File: config.mk
export PLATFORM = sky130hd
export DESIGN_NAME = colorbar_ddr_ctrl
export DESIGN_NICKNAME = d
export VERILOG_FILES = /design/src/rtl/colorbar_ddr_ctrl.sv
export SDC_FILE = /design/constraint.sdc
export NUM_CORES = 1
export LEC_CHECK = 0
export CAP_MARGIN = 10
export CORE_ASPECT_RATIO = 0.75
export CORE_MARGIN = 4
export CORE_UTILIZATION = 33
export DETAILED_ROUTE_END_ITERATION = 6
export PLACE_DENSITY = 0.73
export SYNTH_ARGS = -nofsm -noshare
export SYNTH_HDL_FRONTEND = slang
export SYNTH_SLANG_ARGS = --single-unit
File: constraint.sdc
create_clock -name sysclk -period 5.22 [get_ports sysclk]
set_clock_uncertainty 0.2 [all_clocks]
set_input_delay 0.783 -clock sysclk [delete_from_list [all_inputs] [get_ports sysclk]]
set_output_delay 0.783 -clock sysclk [all_outputs]
set_load 0.01 [all_outputs]
File: src/rtl/colorbar_ddr_ctrl.sv
`default_nettype none
// ============================================================================
//  Module      : colorbar_ddr_ctrl
//  Description : Writes one 8-bar RGB565 colour-bar frame through the MIG app
//                interface, reads it back and counts mismatching beats.
//  Revision    : 1.0 - initial release
// ============================================================================
module colorbar_ddr_ctrl #(
    parameter int                BAR_W     = 8,
    parameter int                V_LINES   = 4,
    parameter int                ADDR_W    = 28,
    parameter logic [ADDR_W-1:0] BASE_ADDR = '0
) (
    input  logic              sysclk,
    input  logic              rst_n,
    input  logic              init_calib_complete,
    input  logic              app_rdy,
    input  logic              app_wdf_rdy,
    input  logic [127:0]      app_rd_data,
    input  logic              app_rd_data_valid,
    output logic              app_en,
    output logic [2:0]        app_cmd,
    output logic [ADDR_W-1:0] app_addr,
    output logic [127:0]      app_wdf_data,
    output logic              app_wdf_wren,
    output logic              app_wdf_end,
    output logic [15:0]       app_wdf_mask,
    output logic              wr_done,
    output logic              rd_done,
    output logic [15:0]       err_cnt,
    output logic              err_flag
);

    localparam int                WPB       = BAR_W / 8;
    localparam int                WIB_W     = (WPB > 1) ? $clog2(WPB) : 1;
    localparam int                LN_W      = (V_LINES > 1) ? $clog2(V_LINES) : 1;
    localparam logic [WIB_W-1:0]  WIB_LAST  = WIB_W'(WPB - 1);
    localparam logic [LN_W-1:0]   LN_LAST   = LN_W'(V_LINES - 1);
    localparam logic [ADDR_W-1:0] ADDR_STEP = ADDR_W'(8);
    localparam logic [2:0]        CMD_WR    = 3'b000;
    localparam logic [2:0]        CMD_RD    = 3'b001;

    typedef enum logic [2:0] {
        S_IDLE = 3'd0,
        S_WR   = 3'd1,
        S_RD   = 3'd2,
        S_CHK  = 3'd3,
        S_DONE = 3'd4
    } state_t;

    function automatic logic [15:0] bar_color(input logic [2:0] bar);
        case (bar)
            3'd0:    return 16'hFFFF;
            3'd1:    return 16'hFFE0;
            3'd2:    return 16'h07FF;
            3'd3:    return 16'h07E0;
            3'd4:    return 16'hF81F;
            3'd5:    return 16'hF800;
            3'd6:    return 16'h001F;
            default: return 16'h0000;
        endcase
    endfunction

    state_t             state_q, state_d;
    logic               en_q, en_d;
    logic [2:0]         cmd_q, cmd_d;
    logic [ADDR_W-1:0]  addr_q, addr_d;
    logic [127:0]       wdata_q, wdata_d;
    logic               wren_q, wren_d;
    logic               cmd_ok_q, cmd_ok_d;
    logic               dat_ok_q, dat_ok_d;
    logic [WIB_W-1:0]   g_wib_q, g_wib_d;
    logic [2:0]         g_bar_q, g_bar_d;
    logic [LN_W-1:0]    g_ln_q, g_ln_d;
    logic [WIB_W-1:0]   c_wib_q, c_wib_d;
    logic [2:0]         c_bar_q, c_bar_d;
    logic [LN_W-1:0]    c_ln_q, c_ln_d;
    logic               wr_done_q, wr_done_d;
    logic               rd_done_q, rd_done_d;
    logic [15:0]        err_cnt_q, err_cnt_d;
    logic               err_flag_q, err_flag_d;

    logic               gen_last, chk_last, chk_active;
    logic               cmd_done, dat_done;
    logic [WIB_W-1:0]   g_wib_nx;
    logic [2:0]         g_bar_nx;
    logic [LN_W-1:0]    g_ln_nx;

    always_ff @(posedge sysclk or negedge rst_n) begin
        if (!rst_n) begin
            state_q    <= S_IDLE;
            en_q       <= 1'b0;
            cmd_q      <= CMD_WR;
            addr_q     <= BASE_ADDR;
            wdata_q    <= '0;
            wren_q     <= 1'b0;
            cmd_ok_q   <= 1'b0;
            dat_ok_q   <= 1'b0;
            g_wib_q    <= '0;
            g_bar_q    <= '0;
            g_ln_q     <= '0;
            c_wib_q    <= '0;
            c_bar_q    <= '0;
            c_ln_q     <= '0;
            wr_done_q  <= 1'b0;
            rd_done_q  <= 1'b0;
            err_cnt_q  <= '0;
            err_flag_q <= 1'b0;
        end else begin
            state_q    <= state_d;
            en_q       <= en_d;
            cmd_q      <= cmd_d;
            addr_q     <= addr_d;
            wdata_q    <= wdata_d;
            wren_q     <= wren_d;
            cmd_ok_q   <= cmd_ok_d;
            dat_ok_q   <= dat_ok_d;
            g_wib_q    <= g_wib_d;
            g_bar_q    <= g_bar_d;
            g_ln_q     <= g_ln_d;
            c_wib_q    <= c_wib_d;
            c_bar_q    <= c_bar_d;
            c_ln_q     <= c_ln_d;
            wr_done_q  <= wr_done_d;
            rd_done_q  <= rd_done_d;
            err_cnt_q  <= err_cnt_d;
            err_flag_q <= err_flag_d;
        end
    end

    always_comb begin
        state_d    = state_q;
        en_d       = en_q;
        cmd_d      = cmd_q;
        addr_d     = addr_q;
        wdata_d    = wdata_q;
        wren_d     = wren_q;
        cmd_ok_d   = cmd_ok_q;
        dat_ok_d   = dat_ok_q;
        g_wib_d    = g_wib_q;
        g_bar_d    = g_bar_q;
        g_ln_d     = g_ln_q;
        c_wib_d    = c_wib_q;
        c_bar_d    = c_bar_q;
        c_ln_d     = c_ln_q;
        wr_done_d  = wr_done_q;
        rd_done_d  = rd_done_q;
        err_cnt_d  = err_cnt_q;

        // Generator position after the current word (line wraps only past the last word)
        gen_last = (g_wib_q == WIB_LAST) && (g_bar_q == 3'd7) && (g_ln_q == LN_LAST);
        g_wib_nx = (g_wib_q == WIB_LAST) ? '0 : g_wib_q + WIB_W'(1);
        g_bar_nx = (g_wib_q == WIB_LAST) ? g_bar_q + 3'd1 : g_bar_q;
        g_ln_nx  = ((g_wib_q == WIB_LAST) && (g_bar_q == 3'd7)) ? g_ln_q + LN_W'(1) : g_ln_q;

        cmd_done = cmd_ok_q | (en_q & app_rdy);
        dat_done = dat_ok_q | (wren_q & app_wdf_rdy);

        // Read-back checker runs independently of the command side
        chk_last   = (c_wib_q == WIB_LAST) && (c_bar_q == 3'd7) && (c_ln_q == LN_LAST);
        chk_active = ((state_q == S_RD) || (state_q == S_CHK)) && !rd_done_q;
        if (chk_active && app_rd_data_valid) begin
            if ((app_rd_data != {8{bar_color(c_bar_q)}}) && (err_cnt_q != 16'hFFFF)) begin
                err_cnt_d = err_cnt_q + 16'd1;
            end
            if (chk_last) begin
                rd_done_d = 1'b1;
            end else begin
                c_wib_d = (c_wib_q == WIB_LAST) ? '0 : c_wib_q + WIB_W'(1);
                c_bar_d = (c_wib_q == WIB_LAST) ? c_bar_q + 3'd1 : c_bar_q;
                c_ln_d  = ((c_wib_q == WIB_LAST) && (c_bar_q == 3'd7)) ? c_ln_q + LN_W'(1) : c_ln_q;
            end
        end
        err_flag_d = (err_cnt_d != 16'd0);

        case (state_q)
            S_IDLE: begin
                if (init_calib_complete) begin
                    state_d  = S_WR;
                    en_d     = 1'b1;
                    cmd_d    = CMD_WR;
                    addr_d   = BASE_ADDR;
                    wren_d   = 1'b1;
                    wdata_d  = {8{bar_color(g_bar_q)}};
                    cmd_ok_d = 1'b0;
                    dat_ok_d = 1'b0;
                end
            end
            S_WR: begin
                if (cmd_done && dat_done) begin
                    cmd_ok_d = 1'b0;
                    dat_ok_d = 1'b0;
                    en_d     = 1'b1;
                    if (gen_last) begin
                        state_d   = S_RD;
                        wr_done_d = 1'b1;
                        cmd_d     = CMD_RD;
                        addr_d    = BASE_ADDR;
                        wren_d    = 1'b0;
                        g_wib_d   = '0;
                        g_bar_d   = '0;
                        g_ln_d    = '0;
                    end else begin
                        addr_d  = addr_q + ADDR_STEP;
                        wren_d  = 1'b1;
                        wdata_d = {8{bar_color(g_bar_nx)}};
                        g_wib_d = g_wib_nx;
                        g_bar_d = g_bar_nx;
                        g_ln_d  = g_ln_nx;
                    end
                end else begin
                    // The side already accepted drops its valid and waits for the other
                    cmd_ok_d = cmd_done;
                    en_d     = !cmd_done;
                    dat_ok_d = dat_done;
                    wren_d   = !dat_done;
                end
            end
            S_RD: begin
                if (en_q && app_rdy) begin
                    if (gen_last) begin
                        en_d    = 1'b0;
                        state_d = S_CHK;
                    end else begin
                        addr_d  = addr_q + ADDR_STEP;
                        g_wib_d = g_wib_nx;
                        g_bar_d = g_bar_nx;
                        g_ln_d  = g_ln_nx;
                    end
                end
            end
            S_CHK: begin
                if (rd_done_d) begin
                    state_d = S_DONE;
                end
            end
            S_DONE: begin
            end
            default: begin
                state_d = S_IDLE;
            end
        endcase
    end

    assign app_en       = en_q;
    assign app_cmd      = cmd_q;
    assign app_addr     = addr_q;
    assign app_wdf_data = wdata_q;
    assign app_wdf_wren = wren_q;
    assign app_wdf_end  = wren_q;
    assign app_wdf_mask = 16'h0000;
    assign wr_done      = wr_done_q;
    assign rd_done      = rd_done_q;
    assign err_cnt      = err_cnt_q;
    assign err_flag     = err_flag_q;

endmodule
`default_nettype wire

Word level (Yosys, flattened, before mapping). Index checks and enable logic that the tools add are counted.

Bits in registers: 197. Input bits: 134. Logic and storage cells: 163.

Multiplexer cells: 61. Bitwise logic cells: 8. Equality and inequality tests: 36. Reduce and logical (&&, ||, !) cells: 32. Add/sub/neg operators: 8.

Operator list (number): two-way mux 128 bit (3); case mux 16 bit (7 select lines) (3); case mux 128 bit (2 select lines) (1); two-way mux 28 bit (5); inequality test 128 bit (1); case mux 28 bit (3 select lines) (1); two-way mux 16 bit (3); two-way mux 3 bit (14); equality test 3 bit, second input constant (12); adder 28 x 4 -> 28 bit, second input constant (1); equality test 3 x 2 -> 1 bit, second input constant (8); two-way mux 1 bit (17); adder 16 x 1 -> 16 bit, second input constant (1); inequality test 16 bit, second input constant (1); AND reduction 4 bit (4); nonzero test 16 bit (1); case mux 3 bit (5 select lines) (1); inequality test 2 bit, second input constant (7); equality test 3 x 1 -> 1 bit, second input constant (4); logical NOT 3 bit (4); case mux 3 bit (2 select lines) (2); two-way mux 2 bit (5); logical AND 1 bit (9); AND reduction 3 bit (3); 18 further kinds (34).

Longest topological paths before layout. Gate-level depths: netlist (run 1).

Word-level depth: 10. Mapped depth: 13. Depth with buffers taken out: 11.

Worst setup path after synthesis (run 1). No wires, ideal clock.

Path type: input port to flip-flop. From: input port app_rd_data[80]. To: register err_flag_q, in the netlist err_flag. Path slack: 1.944 ns. Required time: 4.884 ns. Setup time: 0.136 ns. Stages: 10. Data arrival time: 2.940 ns. Path through: or4_1 nor3_1 a31oi_2 a2111oi_2 nand4_2 and3_1 buf_6 a211o_1 a32oi_1 nand4_1.

Cells in the longest elaborated chain, start to end: 5.

Ends and longest elaborated chain: from (decl) (RTL line 19) `input logic [127:0] app_rd_data,`; inequality test 128 bit (RTL line 163) `if ((app_rd_data != {8{bar_color(c_bar_q)}}) && (err_cnt_q != 16'hFFFF)) begin`; logical AND 1 bit (RTL line 163); two-way mux 16 bit (RTL line 163); two-way mux 16 bit (RTL line 162) `if (chk_active && app_rd_data_valid) begin`; nonzero test 16 bit (RTL line 174) `err_flag_d = (err_cnt_d != 16'd0);`; named net err_flag_d (RTL line 81) `logic err_flag_q, err_flag_d;`; to (signal assigned) (RTL line 127) `err_flag_q <= err_flag_d;`; to (decl) (RTL line 81).

The timed path passes the listed nets, and every way through them passes these cells. A chain may end at the register's enable or synchronous reset.

Worst setup path after layout (run 1).
From: input port app_rd_data[107]. To: register err_flag_q, in the netlist err_flag.

The elaborated chain is that of the path after synthesis.

==> out/metrics.csv, run 1 <==
stage,metric,value,unit
run_status,status,completed,
drt,total detailed-routing wirelength,16400,um
logic_synthesis,Seq cells post-synth,65,
drt,WL/cell,15.8,um
clock_tree,total CTS buffers,9,
placed_design,HPWL after detailed placement,13400,um
run,max-capacitance violation count,0,
logic_synthesis,Synth area leader,dfrtp_1,
sta,Tmin final,3.66,ns
sta,setup violators final,0,
drt,Vias per Instance,4.89,
clock_tree,post-CTS setup buffer count,0,
global_route,first-pass GRT wire length,25200,um
global_route,vias in the first global route,4651,
sta,final setup TNS,0,ns
worst_setup_path,Worst path max stage delay,0.48,ns
sta,crit share post-route,0.701,
drt,Final ANT Viol Nets,0,
worst_setup_path,CP Buf/Inv Count,1,
logic_synthesis,post-synthesis cell type count,65,
sta,Slew @ Worst Pin,1.01,ns
power,maximum VDD drop,179,uV
clock_tree,Post-CTS Resized,0,
sta,final-report max-slew violation count,0,
worst_setup_path,Critical Setup Path Class,primary input to flip-flop,
final_layout,synthesis-to-layout area growth,48.1,%
logic_synthesis,register area share after synthesis,0.302,
worst_setup_path,"Req. time, crit path",5.22,ns
global_route,gr usage total,0.167,
drt,DRT iter0 DRCs,339,
clock_tree,clk root buf,clkbuf_16,
sta,fmax,0.273,GHz
logic_synthesis,YS warnings,0,
logic_synthesis,Async SR Flop Fraction,1.00,
drt,Pre-Repair DR Iteration Count,5,
logic_synthesis,Mapped Area,5390,sq um
min_path,worst min path class,flip-flop to flip-flop,
placed_design,RePlAce Congestion,0.900,
floorplanning,Die X-Extent,156,um
logic_synthesis,leading cell type by number of instances after synthesis,buf_4,
clock_tree,"CTS clk-pin slew, worst paths",0.05,ns
drt,Via Count,5053,
logic_synthesis,number of flops mapped to enable cells by yosys,0,
sta,RSZ-0062 raised after global routing,false,
clock_tree,Clock Path Buffers,2,
power,power density over the cells,412,nW/um^2
final_layout,share of cells above drive strength 1,0.0522,
logic_synthesis,Synth Instances,637,
drt,drt drc,0,
floorplanning,Die Area,18500,sq um
global_route,initial antenna violation count,0,
placed_design,placed cell count,1017,
logic_synthesis,post-synthesis area per instance,8.46,sq um
clock_tree,CTS Sinks,65,
worst_setup_path,Worst path top cell family by delay,simple AND/OR/NAND/NOR gates,
final_layout,fin nets,971,
sta,Fin. Hold Viols,0,
floorplanning,initial cell density of the core,0.337,
logic_synthesis,Synth top area share,0.302,
logic_synthesis,commonest register cell after synthesis,dfrtp_1,
worst_setup_path,CP endpoint kind,flip-flop,
worst_setup_path,nature of the critical path startpoint,primary input,
placed_design,IO buf count,309,
floorplanning,Die Y,119,um
final_layout,Fillers,1534,
worst_setup_path,CP max-delay cell,or4_1,
logic_synthesis,Synth top cells by count,"buf_4 (148), dfrtp_1 (65), nor2_1 (50)",
sta,Max-Slew Margin vs Limit,0.328,
final_layout,multi-input logic area,2620,sq um
logic_synthesis,"top cells by area, synth","dfrtp_1 (30%), buf_4 (21%), ha_1 (4.2%), nand4_1 (3.9%), xnor2_1 (3.7%)",
worst_setup_path,"Max FO, Critical Path",9,
clock_tree,H-tree depth,3,
worst_setup_path,Critical Path AT,3.66,ns
power,LEAKAGE,3.19,nW
clock_tree,CTS tree,done,
floorplanning,FP Rows,40,
final_layout,Storage cell area,1630,sq um
global_route,Overflow after GRT,0,
floorplanning,# IOs,331,
final_layout,diode count,0,
final_layout,Final Non-Filler Cells,1034,
floorplanning,core area,16000,sq um
clock_tree,Worst-Skew Late Latency,0.33,ns
clock_tree,hold buffers post-CTS,0,
worst_setup_path,CP cell instances,"clkdlybuf4s50_1, or4_1, nor4_1, o22ai_1, nor4_2, nand4_2, and3_1, a211o_1, a32oi_1, nand4_1",
global_route,largest net degree at the start of global routing,50,
-- state kept, by name, summed over array words and instances (netlist names) --
register,cells
err_flag,1
app_wdf_end,1
rd_done,1
g_bar_q,3
c_ln_q,2
app_cmd,1
cmd_ok_q,1
c_bar_q,3
err_cnt,16
wr_done,1
state_q,3
g_ln_q,2
dat_ok_q,1
app_en,1
app_wdf_data,3
app_addr,25
-- cells by family (layout without fill, tap and decap cells) --
kind of cell    Yosys count  count (layout)  synth area share
other cells               1              21          0.000696
xor+xnor                 36              36            0.0585
buf+inv                 172             339             0.226
mux                       6               6            0.0123
flops                    65              65             0.302
compound gates           77              77            0.0949
fa+ha+maj                18              18            0.0418
simple gates            262             262             0.264
-- cell usage in the layout (no fill, tap or decap), drive strengths merged, types with 13 or more instances in the layout --
cell,synthesis,routed
a21oi,18,18
and3,14,14
clkdlybuf4s50,0,308
conb,1,21
dfrtp,65,65
ha,18,18
nand2,47,47
nand3,21,21
nand4,35,35
nor2,51,51
nor3,23,23
nor4,36,36
o21ai,20,20
xnor2,23,23
xor2,13,13
-- stage by stage --
stage | power (mW) | cell area (sq um) | util | hold slack (ns) | setup WS, ns
finish | 3.29 | 7980 | 0.498 | 0.277 | 1.56
global route | 3.50 | 7980 | 0.498 | 0.305 | 1.35
CTS | 3.31 | 7950 | 0.497 | 0.282 | 1.59
detailed placement | 2.70 | 7650 | 0.478 | 0.271 | 1.25
global placement | 2.68 | 7650 | 0.478 | 0.266 | 1.28
floorplan | 2.09 | 5470 | - | 0.251 | 1.94
-- area by class of cell --
type                    instances  area share
flip-flops and latches         65       0.204
multi-input cells             420       0.328
clock buffers                  11      0.0304
repair buffers                312       0.392
clock inverters                 5     0.00690
inverters                      11     0.00517
well taps                     210      0.0329
-- routing by layer --
| metal | global-route usage | part of all wire |
|---|---|---|
| met1 | 0.229 | 0.43 |
| met2 | 0.261 | 0.47 |
| met3 | 0.0501 | 0.083 |
| met4 | 0.0377 | 0.018 |
| met5 | 0 | 0 |
-- final timing paths --
check                                      start      endpoint  slack, ns  cells after the start
worst max-delay path            app_rd_data[107]      err_flag       1.56                     10
worst min register to register           wr_done       wr_done       0.28                      1
worst min-delay path                     wr_done       wr_done       0.28                      1
max in group asynchronous                  rst_n  app_addr[13]       3.59                      2
worst max register to register        c_bar_q[0]      err_flag       1.58                     11
min in group asynchronous                  rst_n  app_addr[23]       0.31                      1
-- power breakdown --
part           internal (mW)  switching (mW)
Combinational           1.15           0.798
Sequential             0.581           0.157
Clock                  0.381           0.219
Total                   2.11            1.17
No activity file was read; power rests on OpenSTA's default activity.
==> run 2, diff against run 1 <==
clock period = 3.5 ns   (was 5.22 ns; I/O delays follow)
==> out/metrics.csv, run 2 (synthesis gave the netlist of run 1 again) <==
stage,metric,value,unit
run_status,status,completed,
floorplanning,Die X-Extent,156,um
floorplanning,Die Area,18500,sq um
final_layout,synthesis-to-layout area growth,51.7,%
global_route,first-pass GRT wire length,25900,um
sta,Fin. Hold Viols,0,
sta,Min Hold Slack,0.0913,ns
clock_tree,H-tree depth,3,
worst_setup_path,Critical Setup Path Class,flip-flop to flip-flop,
power,power density over the cells,599,nW/um^2
sta,Max-Slew Margin vs Limit,0.333,
final_layout,diode count,0,
final_layout,most common library cell in the layout ignoring fill and taps,clkdlybuf4s50_1,
drt,Pre-Repair DR Iteration Count,5,
placed_design,RePlAce Congestion,0.933,
power,maximum VDD drop,262,uV
clock_tree,total CTS buffers,9,
worst_setup_path,worst r2r dst,err_flag,
clock_tree,CTS tree,done,
sta,fmax,0.292,GHz
floorplanning,initial cell density of the core,0.337,
final_layout,most frequent cells in the layout,"clkdlybuf4s50_1 (308), dfrtp_1 (65), nor2_1 (50), nand2_1 (47), nand4_1 (34)",
global_route,largest net degree at the start of global routing,50,
power,Reg power frac,0.210,
global_route,gr usage total,0.170,
drt,Via Count,5147,
final_layout,share of cells above drive strength 1,0.0844,
floorplanning,core area,16000,sq um
worst_setup_path,cell mode on critical path,buf_4,
floorplanning,Die Y,119,um
clock_tree,Worst-Skew Late Latency,0.32,ns
worst_setup_path,CP endpoint kind,flip-flop,
power,LEAKAGE,3.30,nW
placed_design,placed cell count,1034,
power,Clk pwr share,0.172,
final_layout,fin nets,989,
worst_setup_path,"Req. time, crit path",3.48,ns
worst_setup_path,R2R Setup Slk,0.08,ns
final_layout,Final Non-Filler Cells,1051,
worst_setup_path,reg2reg path depth,14,
worst_setup_path,worst r2r src,c_bar_q[0],
global_route,initial antenna violation count,0,
sta,Tmin final,3.42,ns
clock_tree,CTS Sinks,65,
floorplanning,# IOs,331,
run,max-capacitance violation count,0,
placed_design,pre-CTS setup slack,-0.121,ns
drt,DRT iter0 DRCs,377,
sta,final-report max-slew violation count,0,
drt,Vias per Instance,4.90,
global_route,vias in the first global route,4700,
worst_setup_path,nature of the critical path startpoint,flip-flop,
worst_setup_path,CP Launch Point,c_bar_q[0],
sta,worst setup margin,0.0810,ns
power,internal power,3.14,mW
power,NetSw,1.76,mW
clock_tree,Clock Path Buffers,2,
drt,total detailed-routing wirelength,17100,um
worst_setup_path,"Max FO, Critical Path",7,
placed_design,HPWL after detailed placement,13700,um
final_layout,Final Util,0.511,
worst_setup_path,Worst path max stage delay,0.60,ns
drt,drt drc,0,
min_path,worst min path class,primary input to asynchronous set/reset pin,
worst_setup_path,CP max-delay cell,or4b_2,
power,Sw Ratio,0.360,
floorplanning,FP Rows,40,
drt,Final ANT Viol Nets,0,
final_layout,max reg flops,25,
drt,WL/cell,16.3,um
worst_setup_path,Critical Path AT,3.40,ns
sta,crit share post-route,0.977,
placed_design,IO buf count,309,
global_route,Overflow after GRT,0,
worst_setup_path,CP cell instances,"inv_2, ha_4, clkbuf_2, nor2_1, buf_4, nor4_1, a21oi_1, nor4_4, nand4_2, and3_4, buf_4, or4b_2, a32oi_1, nand4_1",
sta,Slew @ Worst Pin,1.00,ns
clock_tree,"CTS clk-pin slew, worst paths",0.05,ns
power,Combinational Power Share,0.618,
clock_tree,clk root buf,clkbuf_16,
sta,final setup TNS,0,ns
sta,setup violators final,0,
==> run 2: routing by layer <==
| layer | vias to the layer above | track usage | part of all wire |
|---|---|---|---|
| li1 | 2520 | - | - |
| met1 | 2389 | 0.238 | 0.45 |
| met2 | 207 | 0.260 | 0.46 |
| met3 | 31 | 0.0454 | 0.071 |
| met4 | 0 | 0.0443 | 0.022 |
| met5 | - | 0 | 0 |
==> run 2: power by group through the flow <==
stage / clock [mW] / combinational, mW / sequential (mW)
floorplan: 0 / 1.98 / 1.14
global placement: 0 / 3.00 / 1.04
detailed placement: 0 / 3.04 / 1.04
CTS: 0.868 / 3.05 / 1.03
global route: 0.898 / 3.24 / 1.06
finish: 0.841 / 3.03 / 1.03
==> run 2: what timing repair did <==
| item | CTS | global route |
|---|---|---|
| resized for setup | 0 | 17 |
| pin swaps | 1 | 10 |
| hold buffers | 0 | 0 |
| endpoints found under the hold margin | 0 | 0 |
| setup endpoints to repair | 1 | 1 |
| buffers inserted | 0 | 2 |
==> run 2: stage by stage <==
step | power (mW) | area [sq um]
floorplan | 3.12 | 5470
global placement | 4.04 | 7790
detailed placement | 4.08 | 7790
CTS | 4.95 | 8080
global route | 5.20 | 8180
finish | 4.90 | 8180
==> run 2: worst max path at each step <==
stage | end | slack, ns
floorplan | err_flag | 0.34
global placement | err_flag | -0.05
detailed placement | err_flag | -0.12
CTS | err_flag | 0.01
global route | err_flag | -0.05
finish | err_flag | 0.08
==> run 2: cell type report <==
type                            count  area, sq um
Inverter                           11         41.3
Multi-Input combinational cell    420         2710
Clock inverter                      2         12.5
Clock buffer                       13          270
Fill cell                        1508         7840
Tap cell                          210          263
Timing Repair Buffer              330         3260
Sequential cell                    65         1630
==> run 2: worst max-delay path, delay by kind of cell (launching register included) <==
| family | cells | cell delay (ns) |
|---|---|---|
| AND/OR/NAND/NOR | 7 | 1.47 |
| adder cells (fa/ha/maj) | 1 | 0.19 |
| buffers and inverters | 4 | 0.53 |
| AO/OA/AOI/OAI | 2 | 0.47 |
| flip-flops | 1 | 0.42 |
